===== src/rtl/hid_ex.sv =====
// HID bridge between the IO MCU byte link and the retro core: frame decoder,
// key-event FIFO with per-event hold time, joystick/mouse registers, DB9 reporting.
module hid_ex #(
    parameter int NUM_JOY     = 2,
    parameter int NUM_DB9     = 1,
    parameter int MATRIX_COLS = 8,
    parameter int MATRIX_ROWS = 8,
    parameter int FIFO_DEPTH  = 8,
    parameter int HOLD_CYCLES = 32000
) (
    input  logic                           clk,
    input  logic                           reset,
    input  logic                           data_in_strobe,
    input  logic                           data_in_start,
    input  logic [7:0]                     data_in,
    output logic [7:0]                     data_out,
    input  logic [6*NUM_DB9-1:0]           db9_port,
    output logic                           irq,
    input  logic                           iack,
    output logic [6:0]                     keymap_code,
    input  logic [$clog2(MATRIX_COLS)-1:0] keymap_col,
    input  logic [$clog2(MATRIX_ROWS)-1:0] keymap_row,
    input  logic [MATRIX_COLS-1:0]         keyboard_matrix_out,
    output logic [MATRIX_ROWS-1:0]         keyboard_matrix_in,
    output logic [8*NUM_JOY-1:0]           joystick,
    output logic [8*NUM_JOY-1:0]           joystick_ax,
    output logic [8*NUM_JOY-1:0]           joystick_ay,
    output logic [8*NUM_JOY-1:0]           extra_button,
    output logic [NUM_JOY-1:0]             joystick_strobe,
    output logic [7:0]                     numpad,
    output logic                           mod_key,
    output logic                           key_restore,
    output logic                           tape_play,
    output logic [1:0]                     mouse_btns,
    output logic [7:0]                     mouse_x,
    output logic [7:0]                     mouse_y,
    output logic                           mouse_strobe,
    output logic                           fifo_overflow
);

    localparam int CW = $clog2(MATRIX_COLS);
    localparam int RW = $clog2(MATRIX_ROWS);
    localparam int AW = $clog2(FIFO_DEPTH);
    localparam int EW = 1 + CW + RW;
    localparam int HW = $clog2(HOLD_CYCLES + 1);

    localparam logic [0:0]  S_IDLE   = 1'b0;
    localparam logic [0:0]  S_HOLD   = 1'b1;
    localparam logic [AW:0] FULL_LVL = (AW+1)'(FIFO_DEPTH);

    logic [7:0]    cmd;
    logic [3:0]    state;
    logic [7:0]    dev;
    logic          payload, push_req, push_ok, pop, flush, status_rd, irq_arm;
    logic [AW-1:0] wr_ptr, rd_ptr;
    logic [AW:0]   level;
    logic [3:0]    level_lo;
    logic [EW-1:0] fifo_mem [FIFO_DEPTH];
    logic [EW-1:0] push_entry, pop_entry;
    logic [0:0]    drain_state;
    logic [HW-1:0] hold_cnt;
    logic [MATRIX_COLS-1:0][MATRIX_ROWS-1:0] mat;
    logic [6*NUM_DB9-1:0] db9_s1, db9_s2, db9_prev;
    logic          irq_enable;

    assign keymap_code = data_in[6:0];
    assign mod_key     = numpad[5];
    assign key_restore = numpad[6];
    assign tape_play   = numpad[7];

    assign payload    = data_in_strobe && !data_in_start;
    assign push_req   = payload && cmd == 8'd1 && state == 4'd0;
    assign flush      = payload && cmd == 8'd5 && state == 4'd0;
    assign status_rd  = payload && cmd == 8'd0 && state == 4'd1;
    assign irq_arm    = payload && cmd == 8'd4 && state == 4'd0;
    assign pop        = drain_state == S_IDLE && level != '0;
    // A full FIFO still accepts a push when the drain frees a slot in the same cycle.
    assign push_ok    = push_req && (level != FULL_LVL || pop);
    assign push_entry = {data_in[7], keymap_col, keymap_row};
    assign pop_entry  = fifo_mem[rd_ptr];
    assign level_lo   = 4'(level);

    // NOTE: defaulting the output first keeps this block free of inferred latches.
    always_comb begin
        keyboard_matrix_in = '1;
        for (int c = 0; c < MATRIX_COLS; c++)
            if (!keyboard_matrix_out[c]) keyboard_matrix_in &= mat[c];
    end

    // NOTE: event storage carries no reset; level and pointers alone decide validity.
    always_ff @(posedge clk) begin
        if (push_ok) fifo_mem[wr_ptr] <= push_entry;
    end

    always_ff @(posedge clk or posedge reset) begin
        if (reset) begin
            wr_ptr        <= '0;
            rd_ptr        <= '0;
            level         <= '0;
            drain_state   <= S_IDLE;
            hold_cnt      <= '0;
            mat           <= '1;
            fifo_overflow <= 1'b0;
        end else if (flush) begin
            wr_ptr        <= '0;
            rd_ptr        <= '0;
            level         <= '0;
            drain_state   <= S_IDLE;
            hold_cnt      <= '0;
            mat           <= '1;
            fifo_overflow <= 1'b0;
        end else begin
            if (push_ok) wr_ptr <= wr_ptr + AW'(1);
            if (pop)     rd_ptr <= rd_ptr + AW'(1);
            case ({push_ok, pop})
                2'b10:   level <= level + (AW+1)'(1);
                2'b01:   level <= level - (AW+1)'(1);
                default: ;
            endcase
            if (push_req && !push_ok) fifo_overflow <= 1'b1;
            else if (status_rd)       fifo_overflow <= 1'b0;
            case (drain_state)
                S_IDLE: if (pop) begin
                    mat[pop_entry[CW+RW-1:RW]][pop_entry[RW-1:0]] <= pop_entry[EW-1];
                    drain_state <= S_HOLD;
                    hold_cnt    <= HW'(HOLD_CYCLES - 1);
                end
                default: begin
                    if (hold_cnt == '0) drain_state <= S_IDLE;
                    else                hold_cnt    <= hold_cnt - HW'(1);
                end
            endcase
        end
    end

    // NOTE: all state below uses non-blocking assignment so every register samples pre-edge values.
    always_ff @(posedge clk or posedge reset) begin
        if (reset) begin
            cmd <= '0; state <= '0; dev <= '0; data_out <= '0;
            joystick <= '0; joystick_ax <= '0; joystick_ay <= '0; extra_button <= '0;
            joystick_strobe <= '0; numpad <= '0;
            mouse_btns <= '0; mouse_x <= '0; mouse_y <= '0; mouse_strobe <= 1'b0;
        end else begin
            mouse_strobe    <= 1'b0;
            joystick_strobe <= '0;
            if (data_in_strobe && data_in_start) begin
                cmd   <= data_in;
                state <= '0;
            end else if (payload) begin
                if (state != 4'hF) state <= state + 4'd1;
                case (cmd)
                    8'd0: begin
                        if (state == 4'd0)      data_out <= 8'h01;
                        else if (state == 4'd1) data_out <= {fifo_overflow, 3'b000, level_lo};
                    end
                    8'd2: case (state)
                        4'd0: mouse_btns <= data_in[1:0];
                        4'd1: mouse_x    <= data_in;
                        4'd2: begin
                            mouse_y      <= data_in;
                            mouse_strobe <= 1'b1;
                        end
                        default: ;
                    endcase
                    8'd3: begin
                        if (state == 4'd0) dev <= data_in;
                        for (int j = 0; j < NUM_JOY; j++) begin
                            if (dev == 8'(j)) case (state)
                                4'd1: joystick[8*j +: 8]    <= data_in;
                                4'd2: joystick_ax[8*j +: 8] <= data_in;
                                4'd3: joystick_ay[8*j +: 8] <= data_in;
                                4'd4: begin
                                    extra_button[8*j +: 8] <= data_in;
                                    joystick_strobe[j]     <= 1'b1;
                                end
                                default: ;
                            endcase
                        end
                        if (dev == 8'h80 && state == 4'd1) numpad <= data_in;
                    end
                    8'd4: begin
                        data_out <= 8'h00;
                        for (int k = 0; k < NUM_DB9; k++)
                            if (state == 4'(k)) data_out <= {2'b00, db9_s2[6*k +: 6]};
                    end
                    default: ;
                endcase
            end
        end
    end

    always_ff @(posedge clk or posedge reset) begin
        if (reset) begin
            db9_s1 <= '0; db9_s2 <= '0; db9_prev <= '0;
            irq <= 1'b0; irq_enable <= 1'b0;
        end else begin
            db9_s1   <= db9_port;
            db9_s2   <= db9_s1;
            db9_prev <= db9_s2;
            if (iack)                                 irq <= 1'b0;
            else if (db9_s2 != db9_prev && irq_enable) irq <= 1'b1;
            if (irq_arm)                               irq_enable <= 1'b1;
            else if (db9_s2 != db9_prev)               irq_enable <= 1'b0;
        end
    end

endmodule

===== config.mk =====
export PLATFORM = sky130hd
export DESIGN_NAME = hid_ex
export DESIGN_NICKNAME = d
export VERILOG_FILES = /design/src/rtl/hid_ex.sv
export SDC_FILE = /design/constraint.sdc
export NUM_CORES = 1
export LEC_CHECK = 0
export CAP_MARGIN = 20
export CORE_MARGIN = 2
export CORE_UTILIZATION = 51
export DETAILED_ROUTE_END_ITERATION = 16
export PLACE_DENSITY = 0.79
export SLEW_MARGIN = 30
export SYNTH_ARGS = -nofsm -noshare
export SYNTH_HDL_FRONTEND = slang
export SYNTH_SLANG_ARGS = --single-unit

===== constraint.sdc =====
create_clock -name clk -period 6.7 [get_ports clk]
set_input_delay 0.67 -clock clk [delete_from_list [all_inputs] [get_ports clk]]
set_output_delay 0.67 -clock clk [all_outputs]
set_load 0.005 [all_outputs]

==> reports/qor.yml <==
critical_path:
  slowest_delay_ps: 870
  path_cells: "inv_1 > ha_1 > or3b_2 > nor3b_1 > nand3_1 > nor3_1"
  rr_worst_depth: 6
  start_kind: "register"
  crit_family: "simple AND/OR/NAND/NOR gates"
  crit_arrival_ps: 3770
  cp_slowest_cell: "nor3_1"
  crit_fanout: 7
  worstSetupPathType: "register to register"
  r2r_slack_ps: 3090
  end_kind: "register"
  cp-startpoint: "state[0]"
  reg2reg_from: "state[0]"
  reg2reg_to: "fifo_mem[2][6]"
  path_depth: 6
  worst_ep_required_time_ps: 6860
  worst-path-buf-inv: 1
grt:
  grt_max_degree: 79
  antenna_found_initial: 0
  grt_pass1_wl_mm: 49.43
  grtUsageTotal_pct: 23.35
  grt_pass1_vias: 8887
  overflow: 0
cts:
  ctsHoldBuffers: 0
  cts_sinks: 287
  tritoncts: "yes"
  htree_levels: 1
  clk_pin_slew_worst_paths_ps: 60
  clock_path_buffers: 3
  clk_latency_ps: 540
  postCtsSetupBuffers: 0
  post_cts_resized: 0
  cts_buffers: 30
  cts-root-buf: "clkbuf_16"
floorplan:
  initial_core_util_pct: 52.24
  dieArea_sq_um: 26260
  dieHeight_um: 162.1
  die_w_um: 162.1
  core.rowCount: 57
  coreArea_sq_um: 24390
  io_pins: 154
status:
  status: "completed"
flow_run:
  max-cap-violations: 0
sta:
  layout_setup_ws_ps: 3090
  slew_headroom_pct: 35.47
  clock_skew_ps: 11.45
  fmax_ghz: 0.2770
  fin_setup_tns_ps: 0
  min_period_ps: 3610
  hold_violations: 0
  rsz0062_at_grt: "false"
  tightest_slew_ps: 964.3
  period_share_pct: 53.88
  setup_viol: 0
  maxSlewViolCount: 0
worst_hold_path:
  hold_class: "register to register"
  min_from: "db9_s1[1]"
  holdPathEnd: "db9_s2[1]"
  whs_path_depth: 0
final_layout:
  multiInputGateArea_sq_um: 4827
  drive_above_1_share_pct: 25.37
  regArea_sq_um: 7543
  syn_to_final_growth_pct: 20.97
  nFillCells: 1843
  layout_commonest_cell: "dfrtp_1"
  nNetsFinal: 1113
  final_core_utilization_pct: 63.19
  diodes: 0
  layout_common_cells: "dfrtp_1, clkdlybuf4s50_1, mux2_2, dfstp_2, edfxtp_1"
logic_synthesis:
  syn_area_sq_um: 12740
  postSynthAreaPerCell_sq_um: 13.31
  yosys_warnings: 0
  ys_seq_area_share_pct: 59.20
  synth_edf_count: 56
  ys_ff_latch: 287
  post-synth-top-area-cell: "dfrtp_1"
  ys.flop_type: "dfrtp_1"
  syn_inst: 957
  async_reset_ff_share_pct: 80.49
  synth_top_area_share_pct: 32.80
  synth.area.top_cells: "dfrtp_1, dfstp_2, edfxtp_1, mux2_2, mux4_2"
  syn_nets: 1000
  ys_types: 68
drt:
  drtPass1Iterations: 5
  post_drt_via_cell_ratio: 6.263
  drtIter0Drc: 863
  wl_per_cell_um: 21.46
  routed_wl_mm: 30.38
  drt.antenna.violating_nets: 0
  drc: 0
  num_vias: 8869
place:
  port_buffers: 152
  dp_hpwl_mm: 19.53
  pre_cts_slack_ps: 2826
  place_congestion: 0.7849
power:
  irDropWorstVdd_uv: 228.4
  power_density_nw_per_um2: 353.3
  leakage_uw: 0.006136
-- where the power goes --
group / internal (uW) / switching (uW)
Combinational: 511 / 964
Sequential: 2090 / 251
Clock: 963 / 668
Total: 3560 / 1880
-- state kept, by name, summed over array words and instances (netlist names), 4 cells and up --
signal        count
dev               8
hold_cnt         15
db9_s2            6
joystick_ay      16
data_out          7
numpad            8
level             4
cmd               8
joystick_ax      16
state             4
db9_s1            6
fifo_mem         56
extra_button     16
mouse_y           8
joystick         16
db9_prev          6
mouse_x           8
mat              64
-- Yosys cell counts (all sizes together) (9+ instances only) --
cell type and n:
a41oi 25, nor2 49, mux4 12, edfxtp 56, clkbuf 53, a311oi 24, nand4 16, dfrtp 167
a21oi 13, dfstp 64, mux2i 25, nor3 23, buf 28, o22ai 33, inv 12, nor4 21
o41ai 27, ha 9, o21ai 12, xor2 11, o32ai 27, nand2 29, mux2 111, nand3 26
-- per-stage QoR --
| step | total power [uW] | instances | hold slack [ps] | area (sq um) |
|---|---|---|---|---|
| finish | 5445 | 1416 | 347.1 | 15410 |
| global route | 5730 | 1416 | 354.3 | 15410 |
| CTS | 5444 | 1415 | 347.9 | 15360 |
| detailed placement | 3795 | 1361 | 336.4 | 14390 |
| global placement | 3727 | 1360 | 332.5 | 14360 |
| floorplan | 3406 | 957 | 331.2 | 12740 |
-- cell type report --
cell class / count / share of cell area [%]
clock buffer: 40 / 5.512
sequential: 287 / 48.94
timing repair buffer: 162 / 10.46
tap: 324 / 2.630
clock inverter: 14 / 0.8199
inverter: 12 / 0.3166
multi-input combinational: 577 / 31.32
-- worst reg2reg max path: stages, from the launching register on --
cell	delay (ps)
dfrtp_1	450
inv_1	130
ha_1	260
or3b_2	490
nor3b_1	640
nand3_1	400
nor3_1	870
-- worst max-delay path by stage --
stage	slack, ps	end
global route	2890	fifo_mem[2][6]
detailed placement	2830	fifo_mem[3][3]
floorplan	3060	cmd[0]
global placement	2950	fifo_mem[1][2]
CTS	3120	mat[26]
finish	3090	fifo_mem[2][6]
-- logic make-up after synthesis --
family,share of synthesized area (%)
flops,59.20
simple gates,9.104
compound gates,12.33
mux,13.90
buf+inv,3.368
xor+xnor,1.031
fa+ha+maj,1.041
other cells,0.02943
-- routing by layer --
layer | global-route usage [%] | routed length [um]
met1 | 32.89 | 12930
met2 | 38.65 | 15200
met3 | 3.626 | 1669
met4 | 5.310 | 578
met5 | 0 | 0
No activity file was read; power rests on OpenSTA's default activity.
==> RTL change, RTL diff (same flow settings) <==
Register the inputs `keymap_col`, `keymap_row` and `keyboard_matrix_out` before use, without a reset. The logic sees them one clock later. The other inputs are not delayed to match.
--- a/src/rtl/hid_ex.sv
+++ b/src/rtl/hid_ex.sv
@@ -48,6 +48,16 @@
     localparam logic [0:0]  S_HOLD   = 1'b1;
     localparam logic [AW:0] FULL_LVL = (AW+1)'(FIFO_DEPTH);
 
+    logic [$clog2(MATRIX_COLS)-1:0] keymap_col_q;
+    logic [$clog2(MATRIX_ROWS)-1:0] keymap_row_q;
+    logic [MATRIX_COLS-1:0] keyboard_matrix_out_q;
+
+    always_ff @(posedge clk) begin
+        keymap_col_q          <= keymap_col;
+        keymap_row_q          <= keymap_row;
+        keyboard_matrix_out_q <= keyboard_matrix_out;
+    end
+
     logic [7:0]    cmd;
     logic [3:0]    state;
     logic [7:0]    dev;
@@ -76,7 +86,7 @@
     assign pop        = drain_state == S_IDLE && level != '0;
     // A full FIFO still accepts a push when the drain frees a slot in the same cycle.
     assign push_ok    = push_req && (level != FULL_LVL || pop);
-    assign push_entry = {data_in[7], keymap_col, keymap_row};
+    assign push_entry = {data_in[7], keymap_col_q, keymap_row_q};
     assign pop_entry  = fifo_mem[rd_ptr];
     assign level_lo   = 4'(level);
 
@@ -84,7 +94,7 @@
     always_comb begin
         keyboard_matrix_in = '1;
         for (int c = 0; c < MATRIX_COLS; c++)
-            if (!keyboard_matrix_out[c]) keyboard_matrix_in &= mat[c];
+            if (!keyboard_matrix_out_q[c]) keyboard_matrix_in &= mat[c];
     end
 
     // NOTE: event storage carries no reset; level and pointers alone decide validity.
Check against the original RTL: not equivalent (Yosys sat finds a counterexample within 4 cycles, from zero or initial values and one cycle with reset high).
==> RTL change against the original RTL <==
  * Sequential cell count up 14
  * Area after synthesis rose by 1.4%
  * Global-route usage shrank 0.18 points
  * Worst setup slack improved by 0.20 ns
  * Clock skew is 0.014 ns higher
  * Routed wire length rose by 1.7%
  * Power fell by 9.4%
  * Final area is 0.93% higher
  * Largest cell class unchanged
  * Largest power group unchanged
==> RTL change: results (changes against the original RTL) <==
* Status: finished, final reports clean
* Clk_skew at 0.0255 ns (+0.0140 ns)
* Placed Cells at 1381 (+1.5%)
* Clk tree area frac at 0.0625 (-0.000822)
* Post-detail-place hpwl at 19500 um (about the same)
* Worst slew pin tran at 0.813 ns (-0.152 ns)
* Seq area share at 0.503 (+0.0135)
* Global routing usage on met1 at 0.312 (-0.0170)
* RR Startpoint: state[0]
* Total global-route track usage at 0.232 (-0.00185)
* Worst r2r path cells at 11 (+5)
* Core area at 25000 um^2 (+2.6%)
* Seq/Total Area, Yosys at 0.606 (+0.0137)
* Post-CTS resize count at 0 (unchanged)
* Worst R2R Setup Slack at 3.29 ns (+0.20 ns)
* Vias at 8740 (-1.5%)
* Fillcell total at 1865 (+1.2%)
* Pin count of the biggest net entering global routing at 143 (+81%)
* Syn Area/Cell at 13.4 um^2 (+0.43%)
* Routed WL per cell at 21.5 um (about the same)
* Buffering overhead at 0.102 (-0.00265)
* DR pass1 iterations at 6 (+1)
* Met3 usage at 0.0424 (+0.00615)
* Vias in the first global route at 8831 (-0.63%)
* Drt initial violations at 908 (+5.2%)
* Diode count at 0 (unchanged)
* Static leakage power at 6.17 nW (+0.51%)
* Post-synth ARST share at 0.767 (-0.0374)
* CP max FO at 9 (+2)
* Via density at 6.07 (-3.0%)
* Register area at 7820 um^2 (+3.7%)
* Final GP Congestion at 0.835 (+6.3%)
* Worst Path Arrival at 3.90 ns (+0.13 ns)
* CTS Buf Count at 31 (+3.3%)
* Layout net count at 1127 (+1.3%)
* Min Hold Slack at 0.348 ns (+0.000457 ns)
* Clk_lat worst skew at 0.57 ns (+0.03 ns)
* Worst Hold Launch: db9_s1[4]
* Clk root buf: clkbuf_16
* Global-route wire length before repair at 49000 um (-0.80%)
* Top cells by area, synth: dfrtp_1, dfstp_2, edfxtp_1
* Inverters at 10 (-2)
* Pre-CTS setup slack at 3.01 ns (+0.180 ns)
* #MultiIn Comb at 581 (+0.69%)
* Signal buffers at 159 (-1.9%)
* Worst reg2reg endpoint: level[3]
* Syn Nets at 1009 (+0.90%)
* Dpl cell area at 14600 um^2 (+1.2%)
* Area of the multi-input gates at 4720 um^2 (-2.2%)
* Initial antenna violation count at 0 (unchanged)
* Clk sinks at 301 (+4.9%)
* Clkbuf count at 42 (+5.0%)
* Commonest cells in the netlist: dfrtp_1, mux2_2, o31ai_1
* Worst vdd ir at 0.239 mV (+4.5%)
* Hold endpoint: db9_s2[4]
* Share of cells above drive strength 1 at 0.252 (-0.00209)
* Port Buffers at 152 (unchanged)
* Met2 Usage GRT at 0.386 (-0.000960)
RTL change: cell types whose count changed in the layout (fill, tap and decap cells not counted), sizes merged, moves of 23 or more:
cell | before | now
a311oi | 24 | 1
a41oi | 25 | 0
o211ai | 4 | 65
o31ai | 2 | 67
o32ai | 27 | 0
o41ai | 27 | 0
RTL change: worst max path at each step:
stage | from | end | cells after the start
3_5_place_dp | data_in_start | fifo_mem[1][4] | 5
6_report | state[0] | level[3] | 11
3_3_place_gp | data_in_start | fifo_mem[1][1] | 5
5_1_grt | state[0] | level[3] | 11
2_1_floorplan | reset | cmd[0] | 1
4_1_cts | state[0] | fifo_mem[3][1] | 6
RTL change: cells by family after synthesis:
| kind of cell | count (synthesis) | share of synthesized area |
|---|---|---|
| other cells | 1 | 0.000290 |
| xor+xnor | 17 | 0.0115 |
| flops | 301 | 0.606 |
| compound gates | 219 | 0.121 |
| buf+inv | 84 | 0.0307 |
| mux | 133 | 0.128 |
| fa+ha+maj | 10 | 0.0103 |
| simple gates | 201 | 0.0924 |
RTL change: metal layers:
layer  up-vias  share of wire  routed length (um)
met3        63          0.055                1710
met2       288           0.50               15400
met4         0          0.026                 795
met5         -              0                   0
met1      4503           0.42               13000
li1       3886              -                   -
RTL change: worst max-delay path, stage by stage (launching register included):
cell and delay (ns):
dfrtp_1 0.45, inv_1 0.11, ha_1 0.22, or3b_1 0.53
nor4_1 0.47, a21oi_1 0.36, ha_1 0.37, a21o_1 0.17
a21oi_1 0.19, o211a_1 0.20, nor3_1 0.05, nor3_1 0.19
RTL change: power breakdown:
part	internal (mW)	switching (mW)
clock network	0.944	0.712
registers	2.05	0.210
logic	0.406	0.615
total	3.40	1.54
